<file path="config.mk">
export PLATFORM = sky130hd
export DESIGN_NAME = addr_reg_file_param
export DESIGN_NICKNAME = d
export VERILOG_FILES = /design/src/rtl/addr_reg_file_param.sv
export SDC_FILE = /design/constraint.sdc
export NUM_CORES = 1
export LEC_CHECK = 0
export ABC_AREA = 1
export BUFFER_PORTS_ARGS = -buffer_cell sky130_fd_sc_hd__buf_4
export CAP_MARGIN = 25
export CELL_PAD_IN_SITES_DETAIL_PLACEMENT = 1
export CELL_PAD_IN_SITES_GLOBAL_PLACEMENT = 2
export CORE_MARGIN = 2
export CORE_UTILIZATION = 33
export DETAILED_ROUTE_END_ITERATION = 7
export PLACE_DENSITY = 0.92
export SYNTH_ARGS = -nofsm -noshare
export SYNTH_HDL_FRONTEND = slang
export SYNTH_SLANG_ARGS = --single-unit
</file>
<file path="constraint.sdc">
create_clock -name Clock -period 2.6 [get_ports Clock]
set_input_delay 0.26 -clock Clock [delete_from_list [all_inputs] [get_ports Clock]]
set_output_delay 0.26 -clock Clock [all_outputs]
set_load 0.01 [all_outputs]
</file>
<file path="src/rtl/addr_reg_file_param.sv">
// Parametrised address register file (PC, SP, AR, ...) with step-sized inc/dec,
// wrap or saturate policy, SP bounds flags and two combinational read ports.
module addr_reg_file_param #(
  parameter int unsigned      WIDTH    = 16,
  parameter int unsigned      NREGS    = 4,
  parameter int unsigned      SELW     = 2,
  parameter int unsigned      SATURATE = 0,
  parameter logic [WIDTH-1:0] SP_RESET = 16'hFFFE,
  parameter logic [WIDTH-1:0] SP_LOW   = 16'h8000,
  parameter logic [WIDTH-1:0] SP_HIGH  = 16'hFFFE
) (
  input  logic             Clock,
  input  logic             Reset_n,
  input  logic [WIDTH-1:0] I,
  input  logic [NREGS-1:0] RegSel,
  input  logic [1:0]       FunSel,
  input  logic [2:0]       Step,
  input  logic [SELW-1:0]  OutCSel,
  input  logic [SELW-1:0]  OutDSel,
  input  logic             FlagClr,
  output logic [WIDTH-1:0] OutC,
  output logic [WIDTH-1:0] OutD,
  output logic             SPOvf,
  output logic             SPUnf,
  output logic             WrapEvt
);

  typedef enum logic [1:0] {
    FN_DEC  = 2'b00,
    FN_INC  = 2'b01,
    FN_LOAD = 2'b10,
    FN_CLR  = 2'b11
  } fun_e;

  logic [WIDTH-1:0] regs_q [NREGS];
  logic [WIDTH-1:0] regs_d [NREGS];
  logic             ovf_q, ovf_d;
  logic             unf_q, unf_d;
  logic             wrap_q, wrap_d;
  logic [WIDTH-1:0] step_eff;
  fun_e             fun;

  always_comb begin
    fun      = fun_e'(FunSel);
    step_eff = (Step == 3'd0) ? WIDTH'(1) : WIDTH'(Step);
  end

  // Bit WIDTH of the extended sum/difference is the carry/borrow out.
  always_comb begin
    wrap_d = 1'b0;
    for (int unsigned k = 0; k < NREGS; k++) begin
      logic [WIDTH:0] sum;
      logic [WIDTH:0] diff;
      sum       = {1'b0, regs_q[k]} + {1'b0, step_eff};
      diff      = {1'b0, regs_q[k]} - {1'b0, step_eff};
      regs_d[k] = regs_q[k];
      if (RegSel[k]) begin
        case (fun)
          FN_INC: begin
            regs_d[k] = (sum[WIDTH] && (SATURATE != 0)) ? '1 : sum[WIDTH-1:0];
            wrap_d    = wrap_d | sum[WIDTH];
          end
          FN_DEC: begin
            regs_d[k] = (diff[WIDTH] && (SATURATE != 0)) ? '0 : diff[WIDTH-1:0];
            wrap_d    = wrap_d | diff[WIDTH];
          end
          FN_LOAD: regs_d[k] = I;
          FN_CLR:  regs_d[k] = '0;
          default: regs_d[k] = regs_q[k];
        endcase
      end
    end
  end

  // A fresh violation outranks FlagClr in the same cycle.
  always_comb begin
    ovf_d = FlagClr ? 1'b0 : ovf_q;
    unf_d = FlagClr ? 1'b0 : unf_q;
    if (RegSel[1]) begin
      if (regs_d[1] > SP_HIGH) ovf_d = 1'b1;
      if (regs_d[1] < SP_LOW)  unf_d = 1'b1;
    end
  end

  always_ff @(posedge Clock or negedge Reset_n) begin
    if (!Reset_n) begin
      for (int unsigned k = 0; k < NREGS; k++) begin
        regs_q[k] <= (k == 1) ? SP_RESET : '0;
      end
      ovf_q  <= 1'b0;
      unf_q  <= 1'b0;
      wrap_q <= 1'b0;
    end else begin
      for (int unsigned k = 0; k < NREGS; k++) begin
        regs_q[k] <= regs_d[k];
      end
      ovf_q  <= ovf_d;
      unf_q  <= unf_d;
      wrap_q <= wrap_d;
    end
  end

  always_comb begin
    OutC = '0;
    OutD = '0;
    for (int unsigned k = 0; k < NREGS; k++) begin
      if (32'(OutCSel) == k) OutC = regs_q[k];
      if (32'(OutDSel) == k) OutD = regs_q[k];
    end
  end

  assign SPOvf   = ovf_q;
  assign SPUnf   = unf_q;
  assign WrapEvt = wrap_q;

endmodule

</file>
==> results_dict.tcl, run 1 <==
set metrics [dict create \
    finalHoldViolCount 0 \
    drcViolationCount 0 \
    path_max_fanout 4 \
    min_from "FunSel[1]" \
    synthArstFlopShare_pct 100 \
    fmax_ghz 0.410 \
    chipHeight_um 153 \
    dp.cells 1548 \
    worst_pin_slew_ps 698 \
    cts_tree "built" \
    routed_via_density 5.61 \
    synth_top_cell_by_area "dfrtp_1" \
    first_iter_violations 763 \
    pre_cts_ws_ps -147 \
    skew_ps 7.64 \
    synth-edff-count 0 \
    cts_buffer_depth 2 \
    gp_congestion 0.899 \
    synth.area.top_cells "dfrtp_1 (18%), nand2_1 (14%), nand3_1 (9.3%)" \
    syn_area_sq_mm 0.00735 \
    drive_gt1_share_pct 15.3 \
    synthToLayoutAreaGrowth_pct 19.1 \
    crit_path_end_kind "register" \
    syn_nets 1270 \
    setup_viol 0 \
    grt_pass1_wl_um 49200 \
    p_int_mw 2.71 \
    num_vias 8812 \
    fin_cells 1571 \
    swShare_pct 44.1 \
    insertion_delay_ps 350 \
    whs_ps 158 \
    holdPathStages 2 \
    register_area_sq_mm 0.00170 \
    worstSetupPathType "register to register" \
    die_area_sq_mm 0.0235 \
    layout_commonest_cell "nand2_1" \
    hold_class "input pin to register" \
    reg2reg_from "regs_q[0]" \
    path_clk_slew_ps 60 \
    synth_area_per_cell_sq_um 6.11 \
    postRouteAntennaNets 0 \
    pwr-share-comb_pct 41.9 \
    io_buffers 66 \
    cp-start-kind "register" \
    post-route-min-period_ps 2440 \
    synthDistinctLibCells 48 \
    power.leakage_nw 4.13 \
    clock-root-buffer "clkbuf_16" \
    firstDrtPassIters 7 \
    antenna_found_initial 1 \
    die_x_um 153 \
    final_util_pct 40.1 \
    hpwl_um 23700 \
    ys.warnings.count 0 \
    status "completed" \
    seq_area_frac_synth_pct 23.1 \
    ctsHtreeMaxLevel 3 \
    slew_violations 0 \
    clockPowerShare_pct 27.1 \
    wl_per_cell_um 19.9 \
    max-cap-violations 0 \
    synthCells 1202 \
    grt_usage_pct 26.5 \
    grt_pass1_vias 9039 \
    power_switching_mw 2.14 \
    finalPower_mw 4.85 \
    ir_worst_vdd_mv 0.331 \
    synth-seq-cells 67 \
    io_pins 67 \
    core_area_sq_mm 0.0218 \
    grt_max_degree 43 \
    worst_ep_required_time_ps 2870 \
    fin_nets 1353 \
    synth_ff_type "dfrtp_1" \
    synth_top_cell_area_share_pct 17.7 \
    clock_sinks 67 \
    rows 54 \
    timing.final.crit_share_pct 93.7 \
    start_util_pct 33.7 \
    powerDensity_mw_per_mm2 554 \
    worstPathArrival_ps 2710 \
    fill_cells 2922 \
    cts_buffers 9 \
    multi_input_area_sq_mm 0.00482 \
    fin_ws_ps 163 \
    final_cell_mix "nand2_1 (276), inv_1 (154), nand3_1 (136)" \
    seq_power_share_pct 31.0 \
    routed_wl_um 31200 \
    grt_overflow 0 \
    slew_headroom_pct 53.5 \
    r2r_cells 17 \
    critPathLaunch "regs_q[0]" \
]
==> Yosys cell counts, types with 4 or more instances <==
cell type	count
ha_1	28
o21ai_0	121
xor2_1	13
nor2_2	12
nor3_1	20
o22ai_1	34
inv_1	155
o21a_1	4
dfrtp_1	52
nand3_1	137
a21boi_0	4
nand2_1	279
a41oi_1	4
inv_2	4
nor4_1	4
nor2_1	91
fa_1	8
a21oi_1	80
buf_2	20
nand4_1	38
dfstp_2	15
clkbuf_1	27
==> flip-flops by register name (all words and copies together) (netlist names) <==
| register | count |
|---|---|
| SPOvf | 1 |
| WrapEvt | 1 |
| regs_q | 64 |
| SPUnf | 1 |
==> final cells by class <==
class                      count  share of cell area [%]
multi-input combinational    916                    55.0
sequential                    67                    19.4
timing repair buffer         129                    11.2
inverter                     162                    6.94
tap                          280                    4.00
clock buffer                  11                    2.77
clock inverter                 5                   0.600
antenna                        1                  0.0286
==> power by group through the flow <==
stage               Sequential, mW  Combinational (mW)  Clock, mW
detailed placement            1.51                1.98          0
floorplan                     1.35                1.33          0
CTS                           1.49                2.00       1.32
global placement              1.50                1.92          0
global route                  1.53                2.27       1.36
finish                        1.50                2.03       1.31
==> final timing paths <==
kind	to	slack, ps
worst max-delay path	WrapEvt	160
worst min-delay path	WrapEvt	160
worst max register to register	WrapEvt	160
worst min register to register	SPUnf	500
max in group asynchronous	regs_q[46]	1400
min in group asynchronous	regs_q[32]	490
==> worst max-delay path: stages (launching register included) <==
cell	delay, ps
dfrtp_1	380
inv_1	80
ha_1	140
inv_1	60
fa_1	390
nand2_1	130
nand2_1	120
nor2_2	150
nand3_1	120
inv_1	110
nand3_2	100
inv_2	90
nand3_1	70
nand2_1	70
nand2_1	110
nand3_1	100
nor2_1	50
nor2_1	90
==> through the flow <==
| stage | TNS [ps] | cell area [sq um] |
|---|---|---|
| finish | 0 | 8760 |
| global route | -8.63 | 8750 |
| CTS | 0 | 8680 |
| detailed placement | -613 | 8370 |
| global placement | -99.9 | 8360 |
| floorplan | 0 | 7350 |
==> routing by layer <==
metal  vias up  track usage (%)  routed length [um]
met3        52             2.61                1400
met1      4329             35.1               14000
met5         -                0                   0
met4         0             9.35                 795
li1       4192                -                   -
met2       239             44.9               15000
==> repair_timing <==
action	4_1_cts	5_1_grt
resized for setup	0	15
hold endpoints to repair	37	0
hold buffers	1	0
setup buffers	0	5
setup endpoints to repair	0	8
==> cell families after synthesis <==
kind of cell / count (synthesis) / synth area share (%)
AND/OR/NAND/NOR: 593 / 35.7
AO/OA/AOI/OAI: 273 / 20.6
buffers and inverters: 219 / 12.0
flip-flops: 67 / 23.1
adder cells (fa/ha/maj): 36 / 6.95
XOR/XNOR: 14 / 1.67
(Power assumes the default switching activity.)
==> inputs of run 2 (changes only) <==
--- a/config.mk
+++ b/config.mk
@@ -8,12 +8,10 @@
 export ABC_AREA = 1
 export BUFFER_PORTS_ARGS = -buffer_cell sky130_fd_sc_hd__buf_4
 export CAP_MARGIN = 25
-export CELL_PAD_IN_SITES_DETAIL_PLACEMENT = 1
-export CELL_PAD_IN_SITES_GLOBAL_PLACEMENT = 2
 export CORE_MARGIN = 2
-export CORE_UTILIZATION = 33
+export CORE_UTILIZATION = 60
 export DETAILED_ROUTE_END_ITERATION = 7
-export PLACE_DENSITY = 0.92
+export PLACE_DENSITY = 0.9
 export SYNTH_ARGS = -nofsm -noshare
 export SYNTH_HDL_FRONTEND = slang
 export SYNTH_SLANG_ARGS = --single-unit
==> results_dict.tcl, run 2 (synthesis gave the netlist of run 1 again) <==
set metrics [dict create \
    status "finished, violations left" \
    violations "design-rule violations" \
    antenna_found_initial 0 \
    num_vias 8800 \
    grt_overflow 0 \
    io_buffers 66 \
    grt_pass1_wl_um 39200 \
    worstSetupPathType "register to register" \
    firstDrtPassIters 8 \
    die_area_sq_mm 0.0132 \
    core_area_sq_mm 0.0120 \
    register_area_sq_mm 0.00170 \
    post-route-min-period_ps 2410 \
    cp-start-kind "register" \
    fin_cells 1417 \
    setup_viol 0 \
    multi_input_area_sq_mm 0.00480 \
    postRouteAntennaNets 0 \
    cts_buffer_depth 2 \
    hold_class "input pin to async pin" \
    cts_buffers 9 \
    n_antenna_cell 0 \
    final_cell_mix "nand2_1 (278), inv_1 (154), nand3_1 (136)" \
    grt_usage_pct 38.1 \
    chipHeight_um 115 \
    drive_gt1_share_pct 13.3 \
    timing.final.crit_share_pct 92.6 \
    max-cap-violations 0 \
    regMostFlops "regs_q" \
    ir_worst_vdd_mv 0.338 \
    powerDensity_mw_per_mm2 554 \
    path_max_fanout 3 \
    placed_cell_area_sq_mm 0.00809 \
    cts_tree "built" \
    clock_sinks 67 \
    start_util_pct 61.4 \
    cts_hold_buf 0 \
    skew_ps 10.8 \
    fin_nets 1333 \
    path_clk_slew_ps 60 \
    largest_reg_flops 64 \
    grt_max_degree 68 \
    rsz0062_at_grt "no" \
    grt_pass1_vias 8076 \
    final_area_sq_mm 0.00841 \
    final_util_pct 70.3 \
    worstPathArrival_ps 2690 \
    slew_headroom_pct 38.4 \
    power.leakage_nw 4.03 \
    fmax_ghz 0.415 \
    fill_cells 1064 \
    wl_per_cell_um 17.4 \
    worst_ep_required_time_ps 2880 \
    worst_pin_slew_ps 925 \
    crit_path_end_kind "register" \
    dp.cells 1398 \
    slew_violations 0 \
    clock-root-buffer "clkbuf_16" \
    routed_wl_um 24700 \
    layout_commonest_cell "nand2_1" \
    drcViolationCount 2 \
    ctsHtreeMaxLevel 3 \
    die_x_um 115 \
    insertion_delay_ps 350 \
    rows 40 \
    routed_via_density 6.21 \
    gp_congestion 0.981 \
    hpwl_um 18400 \
    first_iter_violations 1316 \
    io_pins 67 \
    synthToLayoutAreaGrowth_pct 14.5 \
    finalHoldViolCount 0 \
]
[run 2: changes by cell type in the layout (fill, tap and decap cells not counted), sizes merged]
cell / delta
clkinv: -1
clkinvlp: -1
dlygate4sd3: -1
buf: -19
diode: -1
clkbuf: +2
[run 2: critical path: stages, from the launching register on]
cell	delay, ps
dfrtp_1	410
inv_1	100
ha_1	170
inv_1	70
fa_1	400
nand2_2	130
nand3_1	100
nand2_1	110
o21bai_1	100
nor2_1	110
nand2_1	60
nor2_1	110
nand3_1	100
nor2_1	210
nand3_1	110
nand2_1	60
[run 2: worst paths after layout]
check	startpoint	to	slack (ps)	cells after the start
max	regs_q[32]	SPOvf	190	15
min	Reset_n	regs_q[32]	50	1
max reg2reg	regs_q[32]	SPOvf	190	15
min reg2reg	SPUnf	SPUnf	490	2
max in group asynchronous	Reset_n	regs_q[12]	1950	1
min in group Clock	FlagClr	SPUnf	160	4
[run 2: through the flow]
stage          hold WS [ps]  TNS [ps]  worst slack, ps  power, mW
6_report               52.7         0              191       4.66
3_3_place_gp            455         0             21.1       3.30
3_5_place_dp            453     -66.5            -36.4       3.35
5_1_grt                 127         0             8.11       4.94
4_1_cts                81.1         0             57.4       4.59
2_1_floorplan         -35.6         0              159       2.68
[run 2: report_power, final]
| part | leakage (nW) | switching [mW] | internal, mW |
|---|---|---|---|
| combinational | 3.11 | 1.22 | 0.710 |
| clock | 0.138 | 0.500 | 0.742 |
| sequential | 0.787 | 0.275 | 1.22 |
[run 2: layer usage]
| metal | GRT usage, % | vias to the layer above | part of all wire [%] |
|---|---|---|---|
| met3 | 6.83 | 89 | 13 |
| li1 | - | 4150 | - |
| met4 | 21.9 | 0 | 4.6 |
| met5 | 0 | - | 0 |
| met1 | 49.2 | 3959 | 38 |
| met2 | 60.0 | 602 | 45 |
[run 2: area by class of cell]
type,count,share of cell area (%)
clock inverters,3,0.476
flip-flops and latches,67,20.1
repair buffers,109,10.0
inverters,162,7.23
well taps,147,2.19
clock buffers,13,2.86
multi-input cells,916,57.1
[run 2: repair_timing]
item                                    CTS  global route
hold endpoints to repair                  0             0
buffers inserted                          0             1
gates resized for setup                   0             8
endpoints found under the setup margin    0             5
==> inputs of run 3 (changes only) <==
--- a/config.mk
+++ b/config.mk
@@ -12,6 +12,7 @@
 export CORE_UTILIZATION = 60
 export DETAILED_ROUTE_END_ITERATION = 7
 export PLACE_DENSITY = 0.9
+export REMOVE_ABC_BUFFERS = 1
 export SYNTH_ARGS = -nofsm -noshare
 export SYNTH_HDL_FRONTEND = slang
 export SYNTH_SLANG_ARGS = --single-unit
==> results_dict.tcl, run 3 (synthesis gave the netlist of run 1 again) <==
set metrics [dict create \
    cts_buffers 9 \
    num_vias 8892 \
    insertion_delay_ps 350 \
    swShare_pct 42.9 \
    drcViolationCount 0 \
    rsz0062_at_grt "no" \
    power.leakage_nw 4.02 \
    synthToLayoutAreaGrowth_pct 14.0 \
    routed_via_density 6.28 \
    drive_gt1_share_pct 13.0 \
    worst_ep_required_time_ps 2890 \
    grt_overflow 0 \
    ctsHtreeMaxLevel 3 \
    postRouteAntennaNets 0 \
    max-cap-violations 0 \
    wl_per_cell_um 17.3 \
    final_cell_mix "nand2_1 (278), inv_1 (155), nand3_1 (136)" \
    clock-root-buffer "clkbuf_16" \
    worstPathArrival_ps 2670 \
    slew_headroom_pct 37.9 \
    hpwl_um 18100 \
    grt_max_degree 68 \
    core_area_sq_mm 0.0120 \
    status "completed" \
    pwr-share-comb_pct 42.0 \
    n_antenna_cell 0 \
    crit_path_end_kind "register" \
    path_max_fanout 5 \
    setup_tns_ps 0 \
    regMostFlops "regs_q" \
    chipHeight_um 115 \
    cp-start-kind "register" \
    p_int_mw 2.61 \
    hold_class "input pin to async pin" \
    timing.final.crit_share_pct 91.6 \
    dp.cells 1398 \
    routed_wl_um 24500 \
    slew_violations 0 \
    fmax_ghz 0.420 \
    powerDensity_mw_per_mm2 545 \
    rows 40 \
    post-route-min-period_ps 2380 \
    setup_viol 0 \
    clock_sinks 67 \
    start_util_pct 61.4 \
    layout_commonest_cell "nand2_1" \
    cts_tree "built" \
    grt_pass1_wl_um 39100 \
    largest_reg_flops 64 \
    path_clk_slew_ps 50 \
    gp_congestion 0.956 \
    grt_usage_pct 38.0 \
    fin_cells 1415 \
    fin_nets 1333 \
    io_buffers 66 \
    skew_ps 7.70 \
    die_area_sq_mm 0.0132 \
    worst_pin_slew_ps 932 \
    power_switching_mw 1.96 \
    finalHoldViolCount 0 \
    cts_buffer_depth 2 \
    ir_worst_vdd_mv 0.375 \
    first_iter_violations 1208 \
    firstDrtPassIters 6 \
    antenna_found_initial 0 \
    seq_power_share_pct 32.7 \
    die_x_um 115 \
    io_pins 67 \
    clockPowerShare_pct 25.3 \
    grt_pass1_vias 8034 \
    worstSetupPathType "register to register" \
]
-- run 3: changes by cell type in the layout (fill, tap and decap cells not counted), sizes merged --
| cell | before | now |
|---|---|---|
| bufinv | 1 | 0 |
| clkinv | 5 | 3 |
| clkbuf | 13 | 14 |
-- run 3: cell type report --
class | instances | area, sq um
Fill cell | 1069 | 3580
Inverter | 162 | 608
Clock buffer | 14 | 264
Sequential cell | 67 | 1700
Multi-Input combinational cell | 916 | 4790
Tap cell | 147 | 184
Timing Repair Buffer | 109 | 831
-- run 3: timing repair --
action                                  in CTS  in global routing
endpoints found under the setup margin       0                  5
gates resized for setup                      0                  5
hold buffers                                 0                  0
setup buffers                                0                  2
-- run 3: through the flow --
step | setup slack (ps) | hold WS (ps) | util [%] | cell area [sq um] | power, mW
floorplan | -83.1 | -35.6 | - | 7080 | 2.61
global placement | -3.13 | 458 | 67.5 | 8070 | 3.28
detailed placement | -44.4 | 453 | 67.5 | 8070 | 3.33
CTS | 206 | 89.5 | 69.7 | 8340 | 4.49
global route | 14.9 | 132 | 70.0 | 8380 | 4.84
finish | 219 | 63.4 | 70.0 | 8380 | 4.57
-- run 3: final timing paths --
kind	slack [ps]	to	cells past startpoint	start
min in group Clock	130	WrapEvt	2	FunSel[1]
max in group asynchronous	1950	regs_q[10]	1	Reset_n
max	220	SPOvf	15	regs_q[32]
min	60	regs_q[32]	1	Reset_n
max reg2reg	220	SPOvf	15	regs_q[32]
min reg2reg	480	SPUnf	2	SPUnf
-- run 3: critical path, stage by stage, from the launching register on --
cell	delay, ps
dfrtp_1	400
inv_1	80
ha_1	160
inv_1	70
fa_1	400
nand2_2	130
nand2_2	100
o21ai_0	240
nand3_1	110
nand4_1	110
nand2_1	60
inv_1	70
nand2_1	50
nor2_1	170
nand3_1	100
nand2_1	60
-- run 3: power by group through the flow --
stage	registers, mW	clock network (mW)	logic (mW)
6_report	1.49	1.16	1.92
5_1_grt	1.51	1.20	2.13
4_1_cts	1.48	1.15	1.86
3_5_place_dp	1.49	0	1.84
3_3_place_gp	1.49	0	1.79
2_1_floorplan	1.42	0	1.19
-- run 3: layer usage --
metal	wire, um	vias up	global-route usage [%]
met5	0	-	0
met1	9380	4010	49.4
met2	11200	622	60.7
li1	-	4161	-
met3	2810	99	6.51
met4	1100	0	19.6
